File: config.mk
export PLATFORM = sky130hd
export DESIGN_NAME = reg_scoreboard
export DESIGN_NICKNAME = d
export VERILOG_FILES = /design/src/rtl/reg_scoreboard_pkg.sv /design/src/rtl/reg_scoreboard_sb_counter.sv /design/src/rtl/reg_scoreboard.sv
export SDC_FILE = /design/constraint.sdc
export NUM_CORES = 1
export LEC_CHECK = 0
export BUFFER_PORTS_ARGS = -buffer_cell sky130_fd_sc_hd__buf_2
export CORE_MARGIN = 3
export CORE_UTILIZATION = 39
export CTS_BUF_LIST = sky130_fd_sc_hd__clkbuf_8
export DETAILED_ROUTE_END_ITERATION = 8
export SLEW_MARGIN = 0
export SYNTH_ARGS = -nofsm -noshare
export SYNTH_HDL_FRONTEND = slang
export SYNTH_SLANG_ARGS = --single-unit
File: constraint.sdc
create_clock -name clk -period 3.44 [get_ports clk]
set_input_delay 0.344 -clock clk [delete_from_list [all_inputs] [get_ports clk]]
set_output_delay 0.344 -clock clk [all_outputs]
set_load 0.1 [all_outputs]
File: src/rtl/reg_scoreboard_pkg.sv
// Shared constants for the register-file hazard scoreboard.
// Register address width comes from the codebase REG_ADDR_BUS macro.
`default_nettype none

`ifndef REG_ADDR_BUS
`define REG_ADDR_BUS 4:0
`endif

package reg_scoreboard_pkg;

  localparam int REG_NUM  = 32;
  localparam int REG_ZERO = 0;
  localparam int SB_CNT_W = 2;

  function automatic int sb_cnt_max(input int w);
    return (1 << w) - 1;
  endfunction

  localparam int SB_CNT_MAX = sb_cnt_max(SB_CNT_W);

  typedef logic [`REG_ADDR_BUS] reg_addr_t;

endpackage

`default_nettype wire

File: src/rtl/reg_scoreboard_sb_counter.sv
// sb_counter: one pending-write counter per GPR, saturating at both ends,
// with a synchronous clear used for pipeline flush.
`default_nettype none

module sb_counter
  import reg_scoreboard_pkg::*;
#(
  parameter int CNT_W = SB_CNT_W,
  parameter int MAX   = SB_CNT_MAX
) (
  input  logic             clk,
  input  logic             rst,
  input  logic             clr,
  input  logic             inc,
  input  logic             dec,
  output logic [CNT_W-1:0] cnt,
  output logic             busy
);

  localparam logic [CNT_W-1:0] CNT_MAX = CNT_W'(MAX);

  // Simultaneous inc and dec cancel out and leave the count untouched.
  always_ff @(posedge clk) begin
    if (rst || clr) begin
      cnt <= '0;
    end else if (inc && !dec) begin
      if (cnt != CNT_MAX) cnt <= cnt + 1'b1;
    end else if (dec && !inc) begin
      if (cnt != '0) cnt <= cnt - 1'b1;
    end
  end

  assign busy = (cnt != '0);

`ifndef SYNTHESIS
  a_no_underflow: assert property (@(posedge clk) disable iff (rst)
    !(dec && !inc && !clr && cnt == '0))
    else $error("sb_counter: writeback retired with no pending write");
`endif

endmodule

`default_nettype wire

File: src/rtl/reg_scoreboard.sv
// reg_scoreboard: ID-stage hazard scheduler tracking in-flight GPR writes.
// Optional SCOREBOARD_STAT_EN adds stall_cycles / raw_stall_cycles counters.
`default_nettype none

module reg_scoreboard
  import reg_scoreboard_pkg::*;
#(
  parameter int REG_NUM = reg_scoreboard_pkg::REG_NUM,
  parameter int ADDR_W  = $bits(reg_addr_t),
  parameter int CNT_W   = SB_CNT_W
) (
  input  logic               clk,
  input  logic               rst,
  input  logic               flush,
  input  logic               issue_valid,
  output logic               issue_ready,
  input  logic               reg_read_en_1,
  input  logic [ADDR_W-1:0]  reg_addr_1,
  input  logic               reg_read_en_2,
  input  logic [ADDR_W-1:0]  reg_addr_2,
  input  logic               reg_write_en,
  input  logic [ADDR_W-1:0]  reg_write_addr,
  input  logic               wb_en,
  input  logic [ADDR_W-1:0]  wb_addr,
  output logic [REG_NUM-1:0] busy_mask,
  output logic               stall
`ifdef SCOREBOARD_STAT_EN
  ,
  output logic [31:0]        stall_cycles,
  output logic [31:0]        raw_stall_cycles
`endif
);

  localparam int                MAX       = sb_cnt_max(CNT_W);
  localparam logic [ADDR_W-1:0] ADDR_ZERO = ADDR_W'(REG_ZERO);

  logic [REG_NUM-1:0] busy;
  logic [REG_NUM-1:0] full;
  logic               raw;
  logic               waw_full;
  logic               fire;
  logic               inc_en;
  logic               dec_en;

  assign busy[0] = 1'b0;
  assign full[0] = 1'b0;

  // Flush clears every counter and masks the writeback of that cycle.
  assign inc_en = fire && reg_write_en && (reg_write_addr != ADDR_ZERO);
  assign dec_en = wb_en && !flush && (wb_addr != ADDR_ZERO);

  for (genvar i = 1; i < REG_NUM; i++) begin : g_cnt
    logic [CNT_W-1:0] cnt_i;

    sb_counter #(
      .CNT_W (CNT_W),
      .MAX   (MAX)
    ) u_cnt (
      .clk  (clk),
      .rst  (rst),
      .clr  (flush),
      .inc  (inc_en && (reg_write_addr == ADDR_W'(i))),
      .dec  (dec_en && (wb_addr == ADDR_W'(i))),
      .cnt  (cnt_i),
      .busy (busy[i])
    );

    assign full[i] = (cnt_i == CNT_W'(MAX));
  end

  // Hazards look only at registered counters, so a writeback frees issue next cycle.
  assign raw = (reg_read_en_1 && (reg_addr_1 != ADDR_ZERO) && busy[reg_addr_1]) ||
               (reg_read_en_2 && (reg_addr_2 != ADDR_ZERO) && busy[reg_addr_2]);
  assign waw_full = reg_write_en && (reg_write_addr != ADDR_ZERO) && full[reg_write_addr];

  assign issue_ready = !(raw || waw_full);
  assign stall       = issue_valid && !issue_ready;
  assign fire        = issue_valid && issue_ready && !flush;
  assign busy_mask   = busy;

`ifdef SCOREBOARD_STAT_EN
  always_ff @(posedge clk) begin
    if (rst) begin
      stall_cycles     <= '0;
      raw_stall_cycles <= '0;
    end else begin
      if (stall)        stall_cycles     <= stall_cycles + 32'd1;
      if (stall && raw) raw_stall_cycles <= raw_stall_cycles + 32'd1;
    end
  end
`endif

endmodule

`default_nettype wire

# Yosys cells after proc, flatten, opt, wreduce, memory -nomap -nowiden
# Cells that the tools add are included.
# Widths: inputs -> output; s select.
op_classes:
  addsub: 62
  n_lt_le_gt_ge: 3
  eq_ne: 155
  mux: 130
  reduce_logical: 332
ops:
  columns: ["op", "count"]
  rows:
  - ["$mux 2", 124]
  - ["$reduce_bool 2->1", 93]
  - ["$eq 5x5->1 const B", 32]
  - ["$logic_and 1x1->1", 137]
  - ["$ne 2x2->1 const B", 62]
  - ["$reduce_and 3->1", 31]
  - ["$eq 5x4->1 const B", 16]
  - ["$logic_not 1->1", 64]
  - ["$add 2x1->2 const B", 31]
  - ["$eq 2x2->1 const B", 31]
  - ["$sub 2x1->2 const B", 31]
  - ["$eq 5x3->1 const B", 8]
  - ["$eq 5x2->1 const B", 4]
  - ["$reduce_bool 5->1", 4]
  - ["$lt 5x6->1 const B", 3]
  - ["$bmux 1 s5", 3]
  - ["$eq 5x1->1 const B", 2]
  - ["$logic_or 1x1->1", 3]
  - ["$mux 1", 3]
word_totals:
  reg_bits: 62
  output_inout_bits: 34

# Logic depth before layout (Yosys ltp)
# Gate-level depths: netlist of the first run.
depth:
  depth_word: 16
  mapped_depth: 13
  depth_no_buf: 12

# Modules after synthesis
# From an unflattened synthesis of the first run, not the netlist that was laid out.
unflattened:
  cells_unflattened: 653
  hier_area_um2: 5788.1
modules_own_cells:
  columns: ["mod", "instances", "cells_per_inst", "area_each_um2", "seq_area_each_um2"]
  rows:
  - ["sb_counter", 31, 13, 135.1, 40.0]
  - ["reg_scoreboard", 1, 250, 1599.0, 0.0]

# Worst setup path before layout of the first run
# Ideal clock, no wire load.
synth_timing:
  path_kind: "input to output"
  from: "in reg_addr_1[2]"
  to: "out issue_ready"
  t_arrival_ns: 4.109
  t_required_ns: 3.096
  path_slack_ns: -1.013
  path_stages: 8
  path_cell_list: "buf_2 -> inv_1 -> mux4_2 -> a2111oi_0 -> a2111oi_0 -> or2_1 -> buf_2 -> nor3_1"
synth_via:
  elab_chain_cells: 6
  elab_cells_between_ends: 8
  classes_between: "2 x mux; 6 x reduce/logical"
synth_lines:
  columns: ["item", "line_no", "rtl"]
  rows:
  - ["start: declaration", "reg_scoreboard.sv:18", "input logic [ADDR_W-1:0] reg_addr_1,"]
  - ["$bmux 1 s5 / $reduce_bool 5->1 (equally long branches)", "reg_scoreboard.sv:72", "assign raw = (reg_read_en_1 && (reg_addr_1 != ADDR_ZERO) && busy[reg_addr_1]) ||"]
  - ["$mux 1 (not written as such) / $logic_and 1x1->1 (equally long branches)", "reg_scoreboard.sv:72", null]
  - ["$logic_and 1x1->1 (*)", "reg_scoreboard.sv:72", null]
  - ["$logic_or 1x1->1 (*)", "reg_scoreboard.sv:72", null]
  - ["$logic_or 1x1->1 (*)", "reg_scoreboard.sv:76", "assign issue_ready = !(raw || waw_full);"]
  - ["$logic_not 1->1 (*)", "reg_scoreboard.sv:76", null]
  - ["end: declaration", "reg_scoreboard.sv:16", "output logic issue_ready,"]
# Mark *: on every way between the ends. The rest lies on a longest branch, timed or not. The select of a mux whose other input is x is not followed.

# Worst setup path in the final report of the first run
layout_timing:
  from: "reg g_cnt[18].u_cnt.cnt[0]"
  to: "out stall"
layout_via:
  elab_chain_cells: 7
  elab_cells_between_ends: 14
  classes_between: "1 x eq/ne; 6 x mux; 7 x reduce/logical"
layout_lines:
  columns: ["item", "line_no", "rtl"]
  rows:
  - ["start: declaration", "reg_scoreboard_sb_counter.sv:16", "output logic [CNT_W-1:0] cnt,"]
  - ["start signal: assignment", "reg_scoreboard_sb_counter.sv:27", "if (cnt != CNT_MAX) cnt <= cnt + 1'b1;"]
  - ["start signal: assignment", "reg_scoreboard_sb_counter.sv:29", "if (cnt != '0) cnt <= cnt - 1'b1;"]
  - ["$reduce_bool 2->1", "reg_scoreboard_sb_counter.sv:33", "assign busy = (cnt != '0);"]
  - ["$bmux 1 s5 (on tied branches)", "reg_scoreboard.sv:72, reg_scoreboard.sv:73", null]
  - ["$mux 1 (on tied branches)", "reg_scoreboard.sv:72, reg_scoreboard.sv:73", null]
  - ["$logic_and 1x1->1 (on tied branches)", "reg_scoreboard.sv:72, reg_scoreboard.sv:73", null]
  - ["$logic_or 1x1->1", "reg_scoreboard.sv:72", null]
  - ["$logic_or 1x1->1 (*)", "reg_scoreboard.sv:76", null]
  - ["$logic_and 1x1->1 (*)", "reg_scoreboard.sv:77", "assign stall = issue_valid && !issue_ready;"]
  - ["end: declaration", "reg_scoreboard.sv:26", "output logic stall"]
# Marks and branches as above.

==> results_dict.tcl, run 1 <==
set metrics [dict create \
    outcome "complete, no violations" \
    hold_path.class "reg2reg" \
    final_cell_area_sq_um 5692 \
    use_met2_pct 34.18 \
    synthXorXnorAreaFrac_pct 0 \
    synth-adder-area-share_pct 7.510 \
    cts-buffers-inserted 9 \
    synth_top_family_by_area "simple AND/OR/NAND/NOR gates" \
    syn_avg_cell_area_sq_um 7.037 \
    worstPathRequired_ns 3.10 \
    row_count 41 \
    use_met3_pct 5.408 \
    vias 5319 \
    period_share_pct 97.26 \
    ant_nets 0 \
    path_max_fanout 30 \
    start_kind "register" \
    power_density_nw_per_um2 267.1 \
    synthMuxAreaShare_pct 5.620 \
    finalMaxSlewViolations 0 \
    cts_root_buf "clkbuf_8" \
    crit_path_top_delay_cell "mux4_2" \
    dp_hpwl_um 12520 \
    min_path_cells 2 \
    path_class "reg2out" \
    htreeDepth 3 \
    slew_headroom_pct 34.42 \
    yosys.area.top_type "dfxtp_1" \
    yosysTopAreaCellShare_pct 24.03 \
    synth-main-ff-cell "dfxtp_1" \
    dieArea_sq_um 14660 \
    cts_tree "built" \
    yosys.area_share.simple_pct 30.26 \
    fin_crit_ns 3.346 \
    grt.overflow.total 0 \
    p_leak_nw 2.214 \
    viasPerCell 5.677 \
    regMostFlops "g_cnt.u_cnt.cnt" \
    final_core_util_pct 44.56 \
    grt_max_degree 37 \
    yosys_warnings 0 \
    grt_pass1_vias 5055 \
    hold_viol 0 \
    grt.total_usage_pct 22.49 \
    setup_viol_count_final 0 \
    drive_gt1_share_pct 15.56 \
    netlist_area_sq_um 5165 \
    core_sq_um 12770 \
    synth-async-reset-ratio_pct 0 \
    crit_path_max_incr_delay_ns 0.51 \
    gp_congestion 0.9508 \
    max_cap_viol_count 0 \
    initial_utilization_pct 40.43 \
    synth_edf_count 0 \
    seq_area_frac_synth_pct 24.03 \
    met1_usage_pct 30.25 \
    worstHoldStart "g_cnt[20].u_cnt.cnt[1]" \
    dr.pass1.iters 5 \
    largestRegisters "g_cnt.u_cnt.cnt: 62 flops" \
    cts.path.max_buffers 2 \
    path_cells "or2_1, mux4_2, a2111oi_2, a211oi_1, or2_1, buf_12, o31a_1, buf_12" \
    die_h_um 121.1 \
    postSynthCellCount 734 \
    die_x_um 121.1 \
    synth_area_leaders "dfxtp_1, nand2b_1, ha_1, a21oi_1, o21ai_0" \
    post_drt_wl_per_cell_um 17.34 \
    skew_ns 0.01160 \
    drc 0 \
    irDropWorstVdd_uv 141.2 \
    arrival_ns 3.00 \
    ys_ff_latch 62 \
    worst_skew_pair.late_latency_ns 0.36 \
    synth_compound_area_share_pct 21.80 \
    end_kind "output pin" \
    numPortBuffers 60 \
    antenna_found_initial 0 \
    syn2layout_area_growth_pct 10.20 \
    grt-busiest-layer "met2" \
    whs_endpoint "g_cnt[20].u_cnt.cnt[1]" \
    yosysUniqueCellTypes 48 \
    drt_wl_total_um 16250 \
    final_nets 819 \
    fmax_ghz 0.2989 \
    numClockSinks 62 \
    hold_buffers 0 \
    r2r-start "g_cnt[18].u_cnt.cnt[0]" \
    r2r-end "g_cnt[24].u_cnt.cnt[1]" \
    antenna_cells 0 \
    worst_pin_slew_ns 0.9816 \
    reg2reg_slack_ns 0.19 \
    place_area_sq_um 5470 \
    synth.net_count 793 \
    largest_reg_flops 62 \
    reg2reg_depth 12 \
    drt_iter0_drc 502 \
    io_pins 62 \
    critPathLaunch "g_cnt[18].u_cnt.cnt[0]" \
    grt_pass1_wl_um 25660 \
    clk_pin_slew_ns 0.07 \
]
==> synth_stat cells, types with 18 or more instances <==
cell type / instances
a21oi_1: 69
buf_4: 32
clkbuf_1: 18
dfxtp_1: 62
ha_1: 31
inv_1: 55
nand2_1: 83
nand2b_1: 65
nor2_1: 69
nor3_1: 39
o21ai_0: 68
o22ai_1: 30
==> routing by layer <==
layer | share of wire (%) | vias to the layer above
met4 | 2.9 | 0
met2 | 44 | 213
met3 | 8.6 | 35
met5 | 0 | -
li1 | - | 2604
met1 | 44 | 2467
==> cells by family (layout without fill, tap and decap cells) <==
family	after synthesis	after routing
simple gates	317	317
flops	62	62
buf+inv	112	143
mux	14	14
other cells	1	1
compound gates	197	197
fa+ha+maj	31	31
==> critical path, delay by kind of cell, from the launching register on <==
family / cells / cell delay [ns]
and+or+nand+nor: 2 / 0.55
buffers and inverters: 2 / 0.36
muxes: 1 / 0.51
DFF: 1 / 0.36
AOI/OAI and AO/OA: 3 / 0.86
==> where the power goes <==
group | switching [mW] | internal [mW] | leakage (nW)
Combinational | 0.151 | 0.0686 | 1.62
Sequential | 0.00000977 | 0.717 | 0.499
Clock | 0.312 | 0.272 | 0.0968
==> per-stage QoR <==
step	hold slack [ns]	total power, mW	cells	worst slack (ns)	TNS, ns
after global routing	0.5476	1.577	937	-0.01994	-0.02528
after global placement	0.4876	0.9416	921	0.1958	0
after CTS	0.5155	1.525	937	0.003677	0
after detailed placement	0.5065	0.9437	921	0.07416	0
final	0.5153	1.520	937	0.09429	0
after floorplan	0.4708	0.8610	734	0.2479	0
==> worst max-delay path by stage <==
| stage | end | cells after the start |
|---|---|---|
| final | stall | 8 |
| after global routing | g_cnt[28].u_cnt.cnt[0] | 12 |
| after CTS | stall | 8 |
| after detailed placement | g_cnt[27].u_cnt.cnt[0] | 12 |
| after global placement | g_cnt[27].u_cnt.cnt[1] | 13 |
| after floorplan | issue_ready | 8 |
==> cell usage in the layout, fill, tap and decap left out, types with 2 or more instances in the layout <==
cell type   n
nand2_1    83
nor2_1     69
a21oi_1    69
o21ai_0    68
nand2b_1   65
dfxtp_1    62
buf_2      58
inv_1      56
nor3_1     37
ha_1       31
o22ai_1    30
mux4_2     12
or2_2      11
nand3_1    10
nand4_1    10
clkbuf_8   10
buf_4       9
or2_1       5
a311oi_1    5
clkinv_2    5
a211oi_1    4
nor2b_1     4
a2111oi_2   3
and3_1      3
nand3b_1    3
and3b_1     3
nor4_1      3
buf_12      3
or2_4       2
mux2i_1     2
a2111oi_0   2
a31oi_1     2
and2_1      2
a21o_1      2
==> repair_timing <==
action	in CTS	in global routing
hold endpoints to repair	0	0
endpoints found under the setup margin	1	31
pin swaps	0	0
resized for setup	1	13
setup buffers	0	0
gates cloned	0	0
==> area by class of cell <==
cell class	count	area [sq um]
Clock buffer	10	137.6
Clock inverter	6	28.78
Fill cell	1354	7082
Inverter	57	214.0
Multi-Input combinational cell	560	3437
Sequential cell	62	1241
Tap cell	172	215.2
Timing Repair Buffer	70	417.9
(Power assumes the default switching activity.)
==> run 2: changes to the inputs <==
- CTS_BUF_LIST: sky130_fd_sc_hd__clkbuf_8 -> default
==> results_dict.tcl, run 2 (synthesis gave the netlist of run 1 again) <==
set metrics [dict create \
    grt.total_usage_pct 22.60 \
    hold_viol 0 \
    largestRegisters "g_cnt.u_cnt.cnt: 62 flops" \
    setup_viol_count_final 0 \
    die_h_um 121.1 \
    dp_cells 921 \
    cts_tree "built" \
    dp_hpwl_um 12520 \
    cts-buffers-inserted 9 \
    layout_commonest_cell "nand2_1" \
    final_core_util_pct 45.26 \
    finalMaxSlewViolations 0 \
    core_sq_um 12770 \
    htreeDepth 3 \
    drt_wl_total_um 16260 \
    cts_root_buf "clkbuf_16" \
    end_kind "output pin" \
    hold_buffers 0 \
    final_cell_count_no_fill 937 \
    ant_nets 0 \
    drc 0 \
    worst_pin_slew_ns 0.9449 \
    antenna_found_initial 0 \
    max_cap_viol_count 0 \
    die_x_um 121.1 \
    io_pins 62 \
    row_count 41 \
    fmax_ghz 0.2996 \
    arrival_ns 2.99 \
    period_share_pct 97.02 \
    syn2layout_area_growth_pct 11.94 \
    nFillCells 1343 \
    post_drt_wl_per_cell_um 17.35 \
    antenna_cells 0 \
    irDropWorstVdd_uv 177.3 \
    cts.path.max_buffers 2 \
    vias 5305 \
    slew_headroom_pct 36.88 \
    drt_iter0_drc 429 \
    worstPathRequired_ns 3.10 \
    drive_gt1_share_pct 15.56 \
    p_leak_nw 2.255 \
    skew_ns 0.006000 \
    dieArea_sq_um 14660 \
    initial_utilization_pct 40.43 \
    path_class "reg2out" \
    worst_skew_pair.late_latency_ns 0.34 \
    clk_pin_slew_ns 0.05 \
    dp_slack_ns 0.07416 \
    cts_setup_buffers 0 \
    grt_pass1_wl_um 25740 \
    mostFrequentLayoutCells "nand2_1, nor2_1, a21oi_1, o21ai_0, nand2b_1" \
    grt.overflow.total 0 \
    viasPerCell 5.662 \
    outcome "complete, no violations" \
    fin_crit_ns 3.337 \
    rsz0062_at_grt "no" \
    grt_pass1_vias 5072 \
    gp_congestion 0.9508 \
    largest_reg_flops 62 \
    hold_path.class "reg2reg" \
    grt_max_degree 37 \
    dr.pass1.iters 5 \
    finalWorstSetupSlack_ns 0.1027 \
    power_density_nw_per_um2 307.0 \
    numPortBuffers 60 \
    regMostFlops "g_cnt.u_cnt.cnt" \
    fin_tns_setup_ns 0 \
    start_kind "register" \
    final_nets 819 \
    numClockSinks 62 \
    path_max_fanout 30 \
]
-- run 2: cell count changes in the layout (fill, tap and decap cells not counted) --
cell,before,now
a2111oi_0,2,3
a2111oi_1,1,2
a2111oi_2,3,2
a2111oi_4,1,0
clkbuf_1,0,1
clkbuf_16,0,9
clkbuf_8,10,1
inv_1,56,55
nor3_1,37,34
nor3_2,1,4
or2_1,5,6
or2_4,2,1
-- run 2: path summary, 6_finish.rpt --
| check | start | slack [ns] | endpoint | depth (start not counted) |
|---|---|---|---|---|
| max | g_cnt[26].u_cnt.cnt[0] | 0.10 | stall | 8 |
| min reg2reg | g_cnt[15].u_cnt.cnt[1] | 0.51 | g_cnt[15].u_cnt.cnt[1] | 2 |
| max reg2reg | g_cnt[26].u_cnt.cnt[0] | 0.19 | g_cnt[14].u_cnt.cnt[0] | 12 |
| min | g_cnt[15].u_cnt.cnt[1] | 0.51 | g_cnt[15].u_cnt.cnt[1] | 2 |
-- run 2: where the power goes --
part           switching (mW)  internal, mW
logic                   0.149        0.0676
clock network           0.339         0.500
registers          0.00000972         0.719
-- run 2: cell type report --
class                           instances  area [sq um]  area share, %
Inverter                               57         214.0          3.700
Clock inverter                          5         25.02         0.4328
Timing Repair Buffer                   70         417.9          7.228
Sequential cell                        62          1241          21.47
Clock buffer                           11         242.7          4.198
Multi-Input combinational cell        560          3426          59.25
Tap cell                              172         215.2          3.722
-- run 2: metal layers --
metal	wire [um]	global-route usage, %	share of wire [%]	vias up
li1	-	-	-	2610
met1	7313	30.80	45	2478
met2	7209	33.94	44	177
met3	1179	4.336	7.3	40
met4	556	11.54	3.4	0
met5	0	0	0	-
-- run 2: repair_timing --
action | CTS | global route
gates resized for setup | 2 | 10
hold endpoints to repair | 0 | 0
pin swaps | 0 | 0
setup endpoints to repair | 1 | 54
-- run 2: critical path: stages (launching register included) --
cell and delay (ns):
dfxtp_1 0.37, or2_1 0.27, mux4_2 0.46, a2111oi_1 0.41, a211oi_1 0.13, or2_1 0.28, buf_12 0.18, o31a_1 0.35
buf_12 0.18
-- run 2: through the flow --
stage | area (sq um) | power, mW | hold slack [ns]
detailed placement | 5470 | 0.9437 | 0.5065
global route | 5782 | 1.836 | 0.5449
CTS | 5742 | 1.781 | 0.5132
global placement | 5470 | 0.9416 | 0.4876
floorplan | 5176 | 0.8610 | 0.4708
finish | 5782 | 1.775 | 0.5130
